### src/rtl/aer_pkg.sv
// rtl/aer_pkg.sv - shared address-event bus types, defaults and decode helper
package aer_pkg;

    typedef enum logic [1:0] {
        IDLE    = 2'd0,
        HOLD    = 2'd1,
        ACK     = 2'd2,
        RELEASE = 2'd3
    } aer_state_t;

    localparam int AER_ADDR_W    = 4;
    localparam int AER_N_NEURONS = 16;

    // One bit of a one-hot decode: high when the event address selects this line
    function automatic logic aer_onehot_bit(input int addr, input int line);
        return addr == line;
    endfunction

endpackage

### src/rtl/aer_req_sync.sv
// rtl/aer_req_sync.sv - two-flop synchronizer for a request from another clock domain
module aer_req_sync (
    input  logic clk,
    input  logic rst,
    input  logic async_i,
    output logic sync_o
);

    logic meta_q;
    logic sync_q;

    // Two back-to-back flops; the first may go metastable, the second settles it
    always_ff @(posedge clk) begin
        if (rst) begin
            meta_q <= 1'b0;
            sync_q <= 1'b0;
        end else begin
            meta_q <= async_i;
            sync_q <= meta_q;
        end
    end

    assign sync_o = sync_q;

endmodule

### src/rtl/aer_receiver.sv
// rtl/aer_receiver.sv - AER bus receiver: request/ack handshake to one-hot spike pulses (AER_RX_SYNC_EN adds a request synchronizer)
module aer_receiver
    import aer_pkg::*;
#(
    parameter int N_NEURONS = AER_N_NEURONS,
    parameter int ADDR_W    = AER_ADDR_W,
    parameter int CNT_W     = 16
) (
    input  logic                 clk,
    input  logic                 rst,
    input  logic                 spike_in,
    input  logic [ADDR_W-1:0]    address_in,
    output logic                 ack_out,
    input  logic                 dest_ready,
    output logic [N_NEURONS-1:0] spikes_out,
    output logic                 addr_err,
    output logic [CNT_W-1:0]     event_count
);

    logic                 req;
    aer_state_t           state_q;
    logic [ADDR_W-1:0]    addr_q;
    logic                 ack_q;
    logic [N_NEURONS-1:0] spikes_q;
    logic                 addr_err_q;
    logic [CNT_W-1:0]     count_q;

    logic [N_NEURONS-1:0] onehot_in;
    logic [N_NEURONS-1:0] onehot_hold;
    logic                 in_range_in;
    logic [CNT_W-1:0]     count_d;
    logic                 release_d;

`ifdef AER_RX_SYNC_EN
    aer_req_sync u_req_sync (
        .clk     (clk),
        .rst     (rst),
        .async_i (spike_in),
        .sync_o  (req)
    );
`else
    assign req = spike_in;
`endif

    // Decode both the live address and the held address, plus saturating count and ack exit
    always_comb begin
        onehot_in   = '0;
        onehot_hold = '0;
        for (int i = 0; i < N_NEURONS; i++) begin
            onehot_in[i]   = aer_onehot_bit(int'(address_in), i);
            onehot_hold[i] = aer_onehot_bit(int'(addr_q), i);
        end
        in_range_in = int'(address_in) < N_NEURONS;
        count_d     = (count_q == '1) ? count_q : count_q + 1'b1;
        release_d   = !req || (address_in != addr_q);
    end

    // Handshake FSM with registered ack, spike pulse, error pulse and event counter
    always_ff @(posedge clk) begin
        if (rst) begin
            state_q    <= IDLE;
            addr_q     <= '0;
            ack_q      <= 1'b0;
            spikes_q   <= '0;
            addr_err_q <= 1'b0;
            count_q    <= '0;
        end else begin
            spikes_q   <= '0;
            addr_err_q <= 1'b0;
            case (state_q)
                IDLE: begin
                    if (req) begin
                        addr_q <= address_in;
                        if (!in_range_in) begin
                            addr_err_q <= 1'b1;
                            ack_q      <= 1'b1;
                            state_q    <= ACK;
                        end else if (dest_ready) begin
                            spikes_q <= onehot_in;
                            count_q  <= count_d;
                            ack_q    <= 1'b1;
                            state_q  <= ACK;
                        end else begin
                            state_q <= HOLD;
                        end
                    end
                end
                HOLD: begin
                    if (dest_ready) begin
                        spikes_q <= onehot_hold;
                        count_q  <= count_d;
                        ack_q    <= 1'b1;
                        state_q  <= ACK;
                    end
                end
                ACK: begin
                    if (release_d) begin
                        ack_q   <= 1'b0;
                        state_q <= RELEASE;
                    end
                end
                RELEASE: begin
                    ack_q   <= 1'b0;
                    state_q <= IDLE;
                end
                default: begin
                    ack_q   <= 1'b0;
                    state_q <= IDLE;
                end
            endcase
        end
    end

    assign ack_out     = ack_q;
    assign spikes_out  = spikes_q;
    assign addr_err    = addr_err_q;
    assign event_count = count_q;

endmodule
### config.mk
export PLATFORM = sky130hd
export DESIGN_NAME = aer_receiver
export DESIGN_NICKNAME = d
export VERILOG_FILES = /design/src/rtl/aer_pkg.sv /design/src/rtl/aer_req_sync.sv /design/src/rtl/aer_receiver.sv
export SDC_FILE = /design/constraint.sdc
export NUM_CORES = 1
export LEC_CHECK = 0
export CAP_MARGIN = 10
export CORE_MARGIN = 2
export CORE_UTILIZATION = 46
export CTS_CLUSTER_SIZE = 14
export DETAILED_ROUTE_END_ITERATION = 10
export GPL_TIMING_DRIVEN = 0
export PLACE_DENSITY = 0.78
export RECOVER_POWER = 100
export SYNTH_ARGS = -nofsm -noshare
export SYNTH_HDL_FRONTEND = slang
export SYNTH_SLANG_ARGS = --single-unit
### constraint.sdc
create_clock -name clk -period 1.89 [get_ports clk]
set_input_delay 0.189 -clock clk [delete_from_list [all_inputs] [get_ports clk]]
set_output_delay 0.189 -clock clk [all_outputs]
set_load 0.005 [all_outputs]
After elaboration in Yosys (flattened, before gate mapping). Index checks and enable logic that the tools add are counted.

Register bits after elaboration: 39. Latch bits: 0. Memory bits (writable): 0. Bits in read-only memories: 0. Output and inout port bits: 34. Memories: 0.

Add/subtract/negate cells: 1. $mul: 0. Div/mod/pow operators: 0. Order comparisons: 0. Eq/ne operators: 38. Shift-type cells: 0. Multiplexer cells: 17. Bitwise operators: 0. Reductions and logical operators: 10.

Operators by type and width (count): 2-to-1 mux 16 bit (6); equality test 4 bit (second input constant) (16); case mux 16 bit (2 select lines) (2); equality test 4 x 3 -> 1 bit (second input constant) (8); adder 16 x 1 -> 16 bit (second input constant) (1); equality test 16 bit (second input constant) (1); equality test 4 x 2 -> 1 bit (second input constant) (4); equality test 4 x 1 -> 1 bit (second input constant) (2); logical NOT 4 bit (2); 2-to-1 mux 2 bit (4); case mux 2 bit (4 select lines) (1); inequality test 2 bit (second input constant) (3); AND reduction 2 bit (3); equality test 2 bit (second input constant) (2); inequality test 4 bit (1); case mux 1 bit (4 select lines) (1); 2-to-1 mux 1 bit (3); AND reduction 3 bit (1); equality test 2 x 1 -> 1 bit (second input constant) (1); logical NOT 2 bit (1); nonzero test 2 bit (1); logical NOT 1 bit (1); logical OR 1 bit (1).

Longest topological paths before layout. Gate-level depths: netlist of the first run.

Depth in word-level cells: 5. Mapped depth: 7.

Least setup slack after synthesis of the first run. Ideal clock, no wire load.

Path type: reg2reg. Start point: register state_q[0]. End point: register count_q[7], in the netlist event_count[7]. Arrival: 1724 ps. Data required time: 1769 ps. Slack: 46 ps. Stages on the path, launching flop included: 8. Path buffers: 1. Path through: dfxtp_1 > inv_1 > ha_1 > mux2_2 > nand2_1 > clkbuf_1 > nor4_1 > mux2_2.

Cells in the longest elaborated chain, start to end: 3.

RTL lines: start: declaration (line aer_receiver.sv:21) `aer_state_t state_q;`; start signal: assignment (line aer_receiver.sv:61) `state_q <= IDLE;`; start signal: assignment (line aer_receiver.sv:77) `state_q <= ACK;`; start signal: assignment (line aer_receiver.sv:82) `state_q <= ACK;`; equality test 2 x 1 -> 1 bit / logical NOT 2 bit (equally long branches) (line aer_receiver.sv:70) `case (state_q)`; nonzero test 2 bit (no line) / inequality test 2 bit (equally long branches); AND reduction 2 bit (no line); end signal: assignment (line aer_receiver.sv:80) `count_q <= count_d;`; end signal: assignment (line aer_receiver.sv:91) `count_q <= count_d;`; end: declaration (line aer_receiver.sv:26) `logic [CNT_W-1:0] count_q;`.

Parallel ways exist; a longest one is shown, timed or not. A chain may end at the register's enable or synchronous reset.

Final worst setup path of the first run.
Start point: register count_q[0], in the netlist event_count[0]. End point: register count_q[7], in the netlist event_count[7].

Cells in the longest elaborated chain, start to end: 5.

RTL lines: adder 16 x 1 -> 16 bit / equality test 16 bit (equally long branches) (line aer_receiver.sv:54) `count_d = (count_q == '1) ? count_q : count_q + 1'b1;`; 2-to-1 mux 16 bit (*) (line aer_receiver.sv:54); 2-to-1 mux 16 bit (*) (line aer_receiver.sv:78, aer_receiver.sv:89); 2-to-1 mux 16 bit (line aer_receiver.sv:72) `if (req) begin`; case mux 16 bit (2 select lines) (*) (line aer_receiver.sv:70).

Mark *: on every way between the ends. The rest lies on a longest branch, timed or not. The select of a mux whose other input is x is not followed.

==> results.cfg, run 1 <==
[power]
pwr-share-comb_pct = 24.9
switchingPower_mw = 0.602
pwr-share-clk_pct = 29.5
vdd_drop_max_mv = 0.405
internal-power_mw = 1.35
leakagePower_nw = 1.01
power_density_nw_per_um2 = 726
seqPwrFrac_pct = 45.7
switching_share_pct = 30.8
total_power_mw = 1.96

[logic_synthesis]
netlist_area_sq_um = 1990
synth_area_leaders = dfxtp_1, nor2_1, a21oi_1
synth_top_area_share_pct = 39.3
syn_area_per_cell_sq_um = 8.49
async_reset_ff_share_pct = 0
synth_edf_count = 0
yosysTopAreaCell = dfxtp_1
ys_ff_latch = 39
synth_fp_nets = 247
synth_cell_types = 46
synth-seq-area-share_pct = 39.3
synthCells = 234
ys.flop_type = dfxtp_1
yosys_warnings = 0

[detailed_routing]
drtIter0Drc = 136
ant_nets = 0
vias_per_cell = 5.80
wirelength_mm = 5.05
drc_errors = 0
dr_total_vias = 1962
drt-pass1-iter-count = 4
wl_per_cell_microns = 14.9

[floorplan]
io_pins = 42
coreArea_sq_um = 4090
row_count = 23
initial_utilization_pct = 48.6
die_h_microns = 69.7
die_x_microns = 69.7
dieArea_sq_um = 4860

[global_route]
grt_use_total_pct = 20.3
antenna_found_initial = 0
grt_max_degree = 12
grt_pass1_wl_mm = 7.99
grt_pass1_vias = 1753
overflow = 0

[cells_and_area]
nFillCells = 334
drive_gt1_share_pct = 19.8
nNetsFinal = 301
syn2layout_area_growth_pct = 35.6
stdcell_count = 338
post-route-util_pct = 65.9
n_antenna_cell = 0

[clock_network]
hold_buffers = 0
cts_tree = yes
htreeDepth = 2
cts_root_buffer = clkbuf_8
cts_made_buffers = 5
clk_path_buf_depth = 2
cts.sinks = 39
clk_pin_slew_worst_paths_ps = 80
insertion_delay_ps = 300

[timing]
relSlewSlack_pct = 58.8
fin_crit_ps = 1850
holdWs_ps = 239
final_max_slew_viol_count = 0
worst_pin_slew_ps = 612
worst_slack_ps = 44.6
setup_violations = 0
finalHoldViolCount = 0
fmax_ghz = 0.542
clock_skew_ps = 7.67
fin_crit_sh_pct = 97.6

[setup_path]
critPathMaxFanout = 9
max_stage_delay_ps = 410
endpoint_kind = flop
cp_cell_sequence = ha_2, nand4_1, nor4_1, buf_6, buf_4, nor4_4, mux2_2
required_ps = 2080
slowest_stage = nor4_1
worstPathArrival_ps = 2040
worst_setup_path_start_kind = flop
worstSetupPathType = flop to flop

[placed_design]
gp_congestion = 0.875
hpwl_mm = 3.19
port_buffers = 38
dpl.cell_count = 322
pre_cts_ws_ps = -317

[outcome]
status = finished clean

[min_path]
hp-class = input port to flop

[run]
maxCapViolCount = 0
-- critical path, delay by kind of cell (launching register included) --
kind / cells / cell delay [ps]
AND/OR/NAND/NOR: 3 / 560
buffers and inverters: 2 / 330
multiplexers: 1 / 270
adder cells (fa/ha/maj): 1 / 220
flip-flops: 1 / 370
-- power groups by stage --
stage,registers [mW],clock network (mW),logic [mW]
after floorplan,0.904,0,0.296
after global placement,0.907,0,0.407
after detailed placement,0.909,0,0.411
after CTS,0.891,0.595,0.461
after global routing,0.897,0.629,0.535
final,0.893,0.577,0.486
-- repair_timing --
action	CTS	global route
gates resized for setup	17	26
pin swaps	1	2
setup buffers	3	5
endpoints found under the setup margin	23	29
gates cloned	1	0
hold endpoints to repair	0	0
-- cell usage after synthesis (all sizes together), types with 5 or more instances --
cell	instances
a21oi	19
clkbuf	10
dfxtp	39
ha	5
inv	6
mux2	7
nand2	17
nand2b	9
nand3	11
nand4	8
nor2	27
nor2b	6
nor4	6
o21ai	6
o22a	6
o31ai	6
or4	7
-- final timing paths --
kind,start,cells past startpoint,endpoint,slack [ps]
setup / recovery,event_count[0]$_SDFFE_PP0P_,7,event_count[7]$_SDFFE_PP0P_,40
hold / removal,spike_in,3,addr_q[1]$_SDFFE_PP0P_,240
setup reg to reg,event_count[0]$_SDFFE_PP0P_,7,event_count[7]$_SDFFE_PP0P_,40
hold reg to reg,event_count[4]$_SDFFE_PP0P_,1,event_count[4]$_SDFFE_PP0P_,500
-- flip-flops by register name, indices dropped and copies added, names as in the netlist --
register and flops:
event_count 16, addr_q 4, ack_out 1, state_q 2
spikes_out 16
-- per-layer routing --
layer	vias to the layer above	track usage (%)	routed length (microns)
li1	961	-	-
met1	932	25.5	2200
met2	58	32.5	2510
met3	11	5.52	241
met4	0	8.97	103
met5	-	0	0
-- placed cells by master, fill, tap and decap left out, types with 3 or more instances in the layout --
master | synthesis | layout
dfxtp_1 | 39 | 30
nor2_1 | 27 | 27
dlygate4sd3_1 | 0 | 27
a21oi_1 | 19 | 18
nand2_1 | 17 | 16
clkdlybuf4s50_1 | 0 | 11
nand3_1 | 10 | 10
nand2b_1 | 9 | 9
buf_4 | 1 | 9
dfxtp_2 | 0 | 9
nand4_1 | 8 | 8
clkbuf_1 | 10 | 7
or4_1 | 7 | 7
o31ai_1 | 6 | 6
mux2_2 | 7 | 6
o22a_1 | 6 | 6
nor2b_1 | 6 | 6
clkbuf_8 | 0 | 6
inv_1 | 6 | 5
o21ai_0 | 5 | 5
nor4_4 | 1 | 4
and3_1 | 3 | 3
xor2_1 | 3 | 3
o32a_1 | 3 | 3
-- cell families (layout without fill, tap and decap cells) --
group / after synthesis / in the layout / share of synthesized area (%)
xor+xnor: 4 / 4 / 1.76
mux: 9 / 9 / 4.98
compound gates: 49 / 49 / 16.7
buf+inv: 20 / 74 / 4.09
fa+ha+maj: 5 / 5 / 3.15
simple gates: 107 / 107 / 29.8
other cells: 1 / 1 / 0.189
flops: 39 / 39 / 39.3
-- layout make-up --
cell class | instances | area, sq um | area share, %
Sequential cell | 39 | 792 | 29.4
Tap cell | 50 | 62.6 | 2.32
Inverter | 6 | 22.5 | 0.836
Timing Repair Buffer | 47 | 452 | 16.8
Buffer | 14 | 76.3 | 2.83
Multi-Input combinational cell | 175 | 1200 | 44.6
Clock inverter | 1 | 5.00 | 0.186
Clock buffer | 6 | 82.6 | 3.07
-- stage by stage --
stage | instance area [sq um] | setup TNS, ps
global placement | 2430 | -3790
finish | 2690 | 0
floorplan | 1990 | 0
CTS | 2640 | 0
global route | 2690 | -67.3
detailed placement | 2430 | -4110
Note: power is estimated with default switching activity, not from simulation.
==> run 2: changes to the inputs <==
--- a/config.mk
+++ b/config.mk
@@ -7,12 +7,14 @@
 export LEC_CHECK = 0
 export CAP_MARGIN = 10
 export CORE_MARGIN = 2
-export CORE_UTILIZATION = 46
+export CORE_UTILIZATION = 47
+export CTS_BUF_LIST = sky130_fd_sc_hd__clkbuf_8
 export CTS_CLUSTER_SIZE = 14
 export DETAILED_ROUTE_END_ITERATION = 10
 export GPL_TIMING_DRIVEN = 0
-export PLACE_DENSITY = 0.78
+export PLACE_DENSITY = 0.79
 export RECOVER_POWER = 100
+export SKIP_CTS_REPAIR_TIMING = 1
 export SYNTH_ARGS = -nofsm -noshare
 export SYNTH_HDL_FRONTEND = slang
 export SYNTH_SLANG_ARGS = --single-unit
==> run 2 against run 1 <==
Combinational power decreased by 3%. Worst hold slack gained 5.4 ps. Wire length is 4.0% lower. Clock power is 9.2% lower. Count of clock-buffer cells in the layout shrank 1. Cell count down 0.59%. Highest routed layer unchanged. Sequential cell count is the same. Sequential share of layout area is 0.17 points higher. Non-clock buffer count fell by 3. Cell area shrank 0.88%. Largest power group unchanged. Via count fell by 1.4%. First-iteration DRC count decreased by 26%.
==> results.cfg, run 2 (same netlist as run 1, synthesis figures left out) <==
[outcome]
status = finished clean

[run]
maxCapViolCount = 0

[placed_design]
placed_area_sq_um = 2430
gp_congestion = 0.924
port_buffers = 38
dpl.cell_count = 322
pre_cts_ws_ps = -354
hpwl_mm = 3.29

[setup_path]
endpoint_kind = flop
worstSetupPathType = flop to flop
critPathMaxFanout = 5
crit_path_frequent_cell = mux2_2
worstPathArrival_ps = 2070
path_buf_inv = 2
critPathTopFamily = multiplexers
cp_cell_sequence = inv_1, ha_2, mux2_2, nand2_2, buf_4, nor4_2, mux2_2
slowest_stage = dfxtp_4
max_stage_delay_ps = 370
worst_setup_path_start_kind = flop
required_ps = 2080

[power]
switching_share_pct = 31.0
internal-power_mw = 1.31
pwr-share-clk_pct = 27.7
seqPwrFrac_pct = 47.5
leakagePower_nw = 0.988
power_density_nw_per_um2 = 708
switchingPower_mw = 0.586
total_power_mw = 1.89
pwr-share-comb_pct = 24.8
vdd_drop_max_mv = 0.403

[timing]
relSlewSlack_pct = 57.2
clock_skew_ps = 7.77
finalHoldViolCount = 0
holdWs_ps = 244
final_max_slew_viol_count = 0
worst_slack_ps = 7.48
worst_pin_slew_ps = 636
setup_violations = 0
rsz0062_at_grt = true
fin_setup_tns_ps = 0
fin_crit_sh_pct = 99.6
fin_crit_ps = 1880
fmax_ghz = 0.531

[detailed_routing]
dr_total_vias = 1934
drtIter0Drc = 100
vias_per_cell = 5.76
wl_per_cell_microns = 14.4
wirelength_mm = 4.85
drc_errors = 0
ant_nets = 0
drt-pass1-iter-count = 4

[global_route]
grt_pass1_wl_mm = 7.53
antenna_found_initial = 0
grt_use_total_pct = 18.9
overflow = 0
grt_pass1_vias = 1645
grt_max_degree = 12

[cells_and_area]
n_antenna_cell = 0
drive_gt1_share_pct = 18.2
finalInstanceArea_sq_um = 2670
post-route-util_pct = 66.3
nNetsFinal = 298
syn2layout_area_growth_pct = 34.4
stdcell_count = 336
mostFrequentLayoutCells = dfxtp_1, nor2_1, dlygate4sd3_1
nFillCells = 356
final_common_cell = dfxtp_1

[clock_network]
clk_pin_slew_worst_paths_ps = 80
insertion_delay_ps = 290
htreeDepth = 2
cts_tree = yes
clk_path_buf_depth = 2
cts_root_buffer = clkbuf_8
cts.sinks = 39
cts_made_buffers = 5

[floorplan]
io_pins = 42
die_h_microns = 69.0
die_x_microns = 69.0
coreArea_sq_um = 4030
dieArea_sq_um = 4760
row_count = 23
initial_utilization_pct = 49.3

[min_path]
hp-class = input port to flop
==> run 2: changes by cell type in the layout (fill, tap and decap cells not counted), sizes merged <==
cell           before  now
dlygate4sd3        27   20
clkdlybuf4s50      11   18
clkbuf             16   14
inv                 6    8
buf                13   11
==> run 2: worst paths after layout <==
check | depth (start not counted) | slack, ps | start | to
setup / recovery | 7 | 7 | state_q[0]$_SDFFE_PP0P_ | event_count[9]$_SDFFE_PP0P_
hold / removal | 3 | 240 | spike_in | addr_q[0]$_SDFFE_PP0P_
setup reg to reg | 7 | 7 | state_q[0]$_SDFFE_PP0P_ | event_count[9]$_SDFFE_PP0P_
hold reg to reg | 2 | 520 | event_count[0]$_SDFFE_PP0P_ | event_count[0]$_SDFFE_PP0P_
==> run 2: area by class of cell <==
class | count | area (sq um) | share of cell area [%]
buffer | 14 | 70.1 | 2.62
inverter | 6 | 22.5 | 0.843
tap | 50 | 62.6 | 2.34
timing repair buffer | 44 | 425 | 15.9
multi-input combinational | 175 | 1220 | 45.6
sequential | 39 | 790 | 29.6
clock buffer | 5 | 68.8 | 2.58
clock inverter | 3 | 12.5 | 0.469
==> run 2: power by group through the flow <==
stage / registers [mW] / clock network, mW / logic, mW
floorplan: 0.904 / 0 / 0.296
global placement: 0.907 / 0 / 0.405
detailed placement: 0.909 / 0 / 0.413
CTS: 0.889 / 0.542 / 0.422
global route: 0.903 / 0.580 / 0.513
finish: 0.898 / 0.524 / 0.469
==> run 2: routing by layer <==
| metal | track usage, % | routed length [microns] | part of all wire [%] |
|---|---|---|---|
| met5 | 0 | 0 | 0 |
| met3 | 5.26 | 297 | 6.1 |
| met1 | 24.4 | 2120 | 44 |
| met4 | 6.54 | 63 | 1.3 |
| met2 | 30.4 | 2370 | 49 |
==> run 2: worst min-delay path: stages <==
cell and delay, ps:
buf_2 150, nand3_1 90, a21oi_1 60
==> run 3: changes to the inputs <==
--- a/config.mk
+++ b/config.mk
@@ -14,6 +14,7 @@
 export GPL_TIMING_DRIVEN = 0
 export PLACE_DENSITY = 0.79
 export RECOVER_POWER = 100
+export REMOVE_ABC_BUFFERS = 1
 export SKIP_CTS_REPAIR_TIMING = 1
 export SYNTH_ARGS = -nofsm -noshare
 export SYNTH_HDL_FRONTEND = slang
==> constraint.sdc (replaced) <==
create_clock -name clk -period 1.5 [get_ports clk]
set_input_delay 0.15 -clock clk [delete_from_list [all_inputs] [get_ports clk]]
set_output_delay 0.15 -clock clk [all_outputs]
set_load 0.005 [all_outputs]
==> run 3 against run 2 <==
The run now ends with negative setup slack left. Sequential cell count unchanged. Global-route usage increased by 0.83 points. Worst hold slack improved by 150 ps. Cell count decreased by 1.5%. Combinational power increased by 49%. Register-to-register slack got worse by 380 ps. Sequential power increased by 28%. Count of clock-buffer cells in the layout unchanged. Critical path type unchanged. Critical path depth decreased by 1. Cell area increased by 6.0%.
==> results.cfg, run 3 (same netlist as run 1, synthesis figures left out) <==
[placed_design]
dpl.cell_count = 310
hpwl_mm = 2.98
gp_congestion = 0.837
port_buffers = 40
pre_cts_ws_ps = -994

[min_path]
hp-class = input port to flop
min_path_cells = 2
whs_endpoint = event_count[0]$_SDFFE_PP0P_
hp-start = rst

[floorplan]
row_count = 23
dieArea_sq_um = 4760
coreArea_sq_um = 4030
initial_utilization_pct = 49.3
die_x_microns = 69.0
die_h_microns = 69.0
io_pins = 42

[timing]
rsz0062_at_grt = true
finalHoldViolCount = 0
clock_skew_ps = 2.21
worst_pin_slew_ps = 636
worst_slack_ps = -372
fin_crit_sh_pct = 125
fin_crit_ps = 1870
relSlewSlack_pct = 57.6
setup_violations = 29
fmax_ghz = 0.534
final_max_slew_viol_count = 0
holdWs_ps = 398

[power]
leakagePower_nw = 0.942
power_density_nw_per_um2 = 908
total_power_mw = 2.57
vdd_drop_max_mv = 0.659

[setup_path]
rr_worst_depth = 6
required_ps = 1670
reg2reg_from = state_q[1]$_SDFFE_PP0P_
worst_setup_path_start_kind = flop
cp_cell_sequence = inv_4, ha_4, mux2_4, nand4_1, o311ai_0, o41ai_1
max_stage_delay_ps = 490
path_buf_inv = 1
worstPathArrival_ps = 2040
r2r_end = event_count[10]$_SDFFE_PP0P_
slowest_stage = o311ai_0
critPathMaxFanout = 8
critPathTopFamily = compound AO/OA/AOI/OAI gates
worstSetupPathType = flop to flop
rrSetupSlack_ps = -370
endpoint_kind = flop

[detailed_routing]
ant_nets = 0
dr_total_vias = 1932
drt-pass1-iter-count = 4
vias_per_cell = 5.84
drc_errors = 0
wirelength_mm = 5.03
drtIter0Drc = 110
wl_per_cell_microns = 15.2

[global_route]
antenna_found_initial = 0
grt_max_degree = 30
grt_use_total_pct = 19.8
grt_pass1_wl_mm = 7.90
overflow = 0
grt_pass1_vias = 1725

[clock_network]
cts.sinks = 39
cts_tree = yes
cts_made_buffers = 5
clk_path_buf_depth = 2
insertion_delay_ps = 290
cts_root_buffer = clkbuf_8
htreeDepth = 2
clk_pin_slew_worst_paths_ps = 80

[cells_and_area]
nNetsFinal = 293
mostFrequentLayoutCells = clkdlybuf4s50_1, nor2_1, dfxtp_1
syn2layout_area_growth_pct = 42.4
nFillCells = 313
drive_gt1_share_pct = 24.9
stdcell_count = 331
n_antenna_cell = 0
post-route-util_pct = 70.2
final_common_cell = clkdlybuf4s50_1

[outcome]
status = finished, violations left
violations = negative setup slack

[run]
maxCapViolCount = 0
## run 3: cell count changes in the layout (fill, tap and decap cells not counted), moves of 3 or more
cell             previous run  this run
buf_2                       3         0
buf_4                       7        10
clkbuf_1                    7         0
clkdlybuf4s50_1            18        39
dfxtp_1                    34        24
dfxtp_2                     4         7
dfxtp_4                     1         8
dlygate4sd3_1              20         0
inv_1                       7         4
## run 3: worst max path at each step
stage | start | endpoint | slack (ps) | cells past startpoint
floorplan | state_q[0]$_SDFFE_PP0P_ | event_count[7]$_SDFFE_PP0P_ | -540 | 6
global placement | rst | spikes_out[6]$_SDFF_PP0_ | -940 | 4
detailed placement | rst | spikes_out[11]$_SDFF_PP0_ | -990 | 4
CTS | state_q[1]$_SDFFE_PP0P_ | event_count[13]$_SDFFE_PP0P_ | -910 | 6
global route | state_q[1]$_SDFFE_PP0P_ | event_count[10]$_SDFFE_PP0P_ | -480 | 6
finish | state_q[1]$_SDFFE_PP0P_ | event_count[10]$_SDFFE_PP0P_ | -370 | 6
## run 3: worst register-to-register path: stages, from the launching register on
cell and delay [ps]:
dfxtp_4 370, inv_4 50, ha_4 190, mux2_4 250, nand4_1 250, o311ai_0 490, o41ai_1 140
## run 3: cell type report
type | count | area [sq um] | area share [%]
clock inverters | 3 | 20.0 | 0.707
repair buffers | 53 | 541 | 19.1
clock buffers | 5 | 68.8 | 2.43
flip-flops and latches | 39 | 820 | 29.0
well taps | 50 | 62.6 | 2.21
multi-input cells | 175 | 1290 | 45.7
inverters | 6 | 25.0 | 0.884
## run 3: stage by stage
stage | instance area [sq um] | TNS, ps
after floorplan | 1930 | -8170
after global placement | 2390 | -26230
after detailed placement | 2390 | -27870
after CTS | 2480 | -22620
after global routing | 2830 | -9270
final | 2830 | -6510
## run 3: per-layer routing
| metal | wire (microns) | vias up | part of all wire (%) | GRT usage [%] |
|---|---|---|---|---|
| met5 | 0 | - | 0 | 0 |
| met2 | 2540 | 56 | 50 | 31.8 |
| li1 | - | 955 | - | - |
| met4 | 73 | 0 | 1.5 | 8.28 |
| met3 | 217 | 7 | 4.3 | 4.68 |
| met1 | 2200 | 914 | 44 | 25.3 |
## run 3: report_power, final
group / internal (mW) / switching (mW) / leakage [nW]
Clock: 0.324 / 0.394 / 0.0402
Sequential: 1.08 / 0.0673 / 0.325
Combinational: 0.336 / 0.364 / 0.577
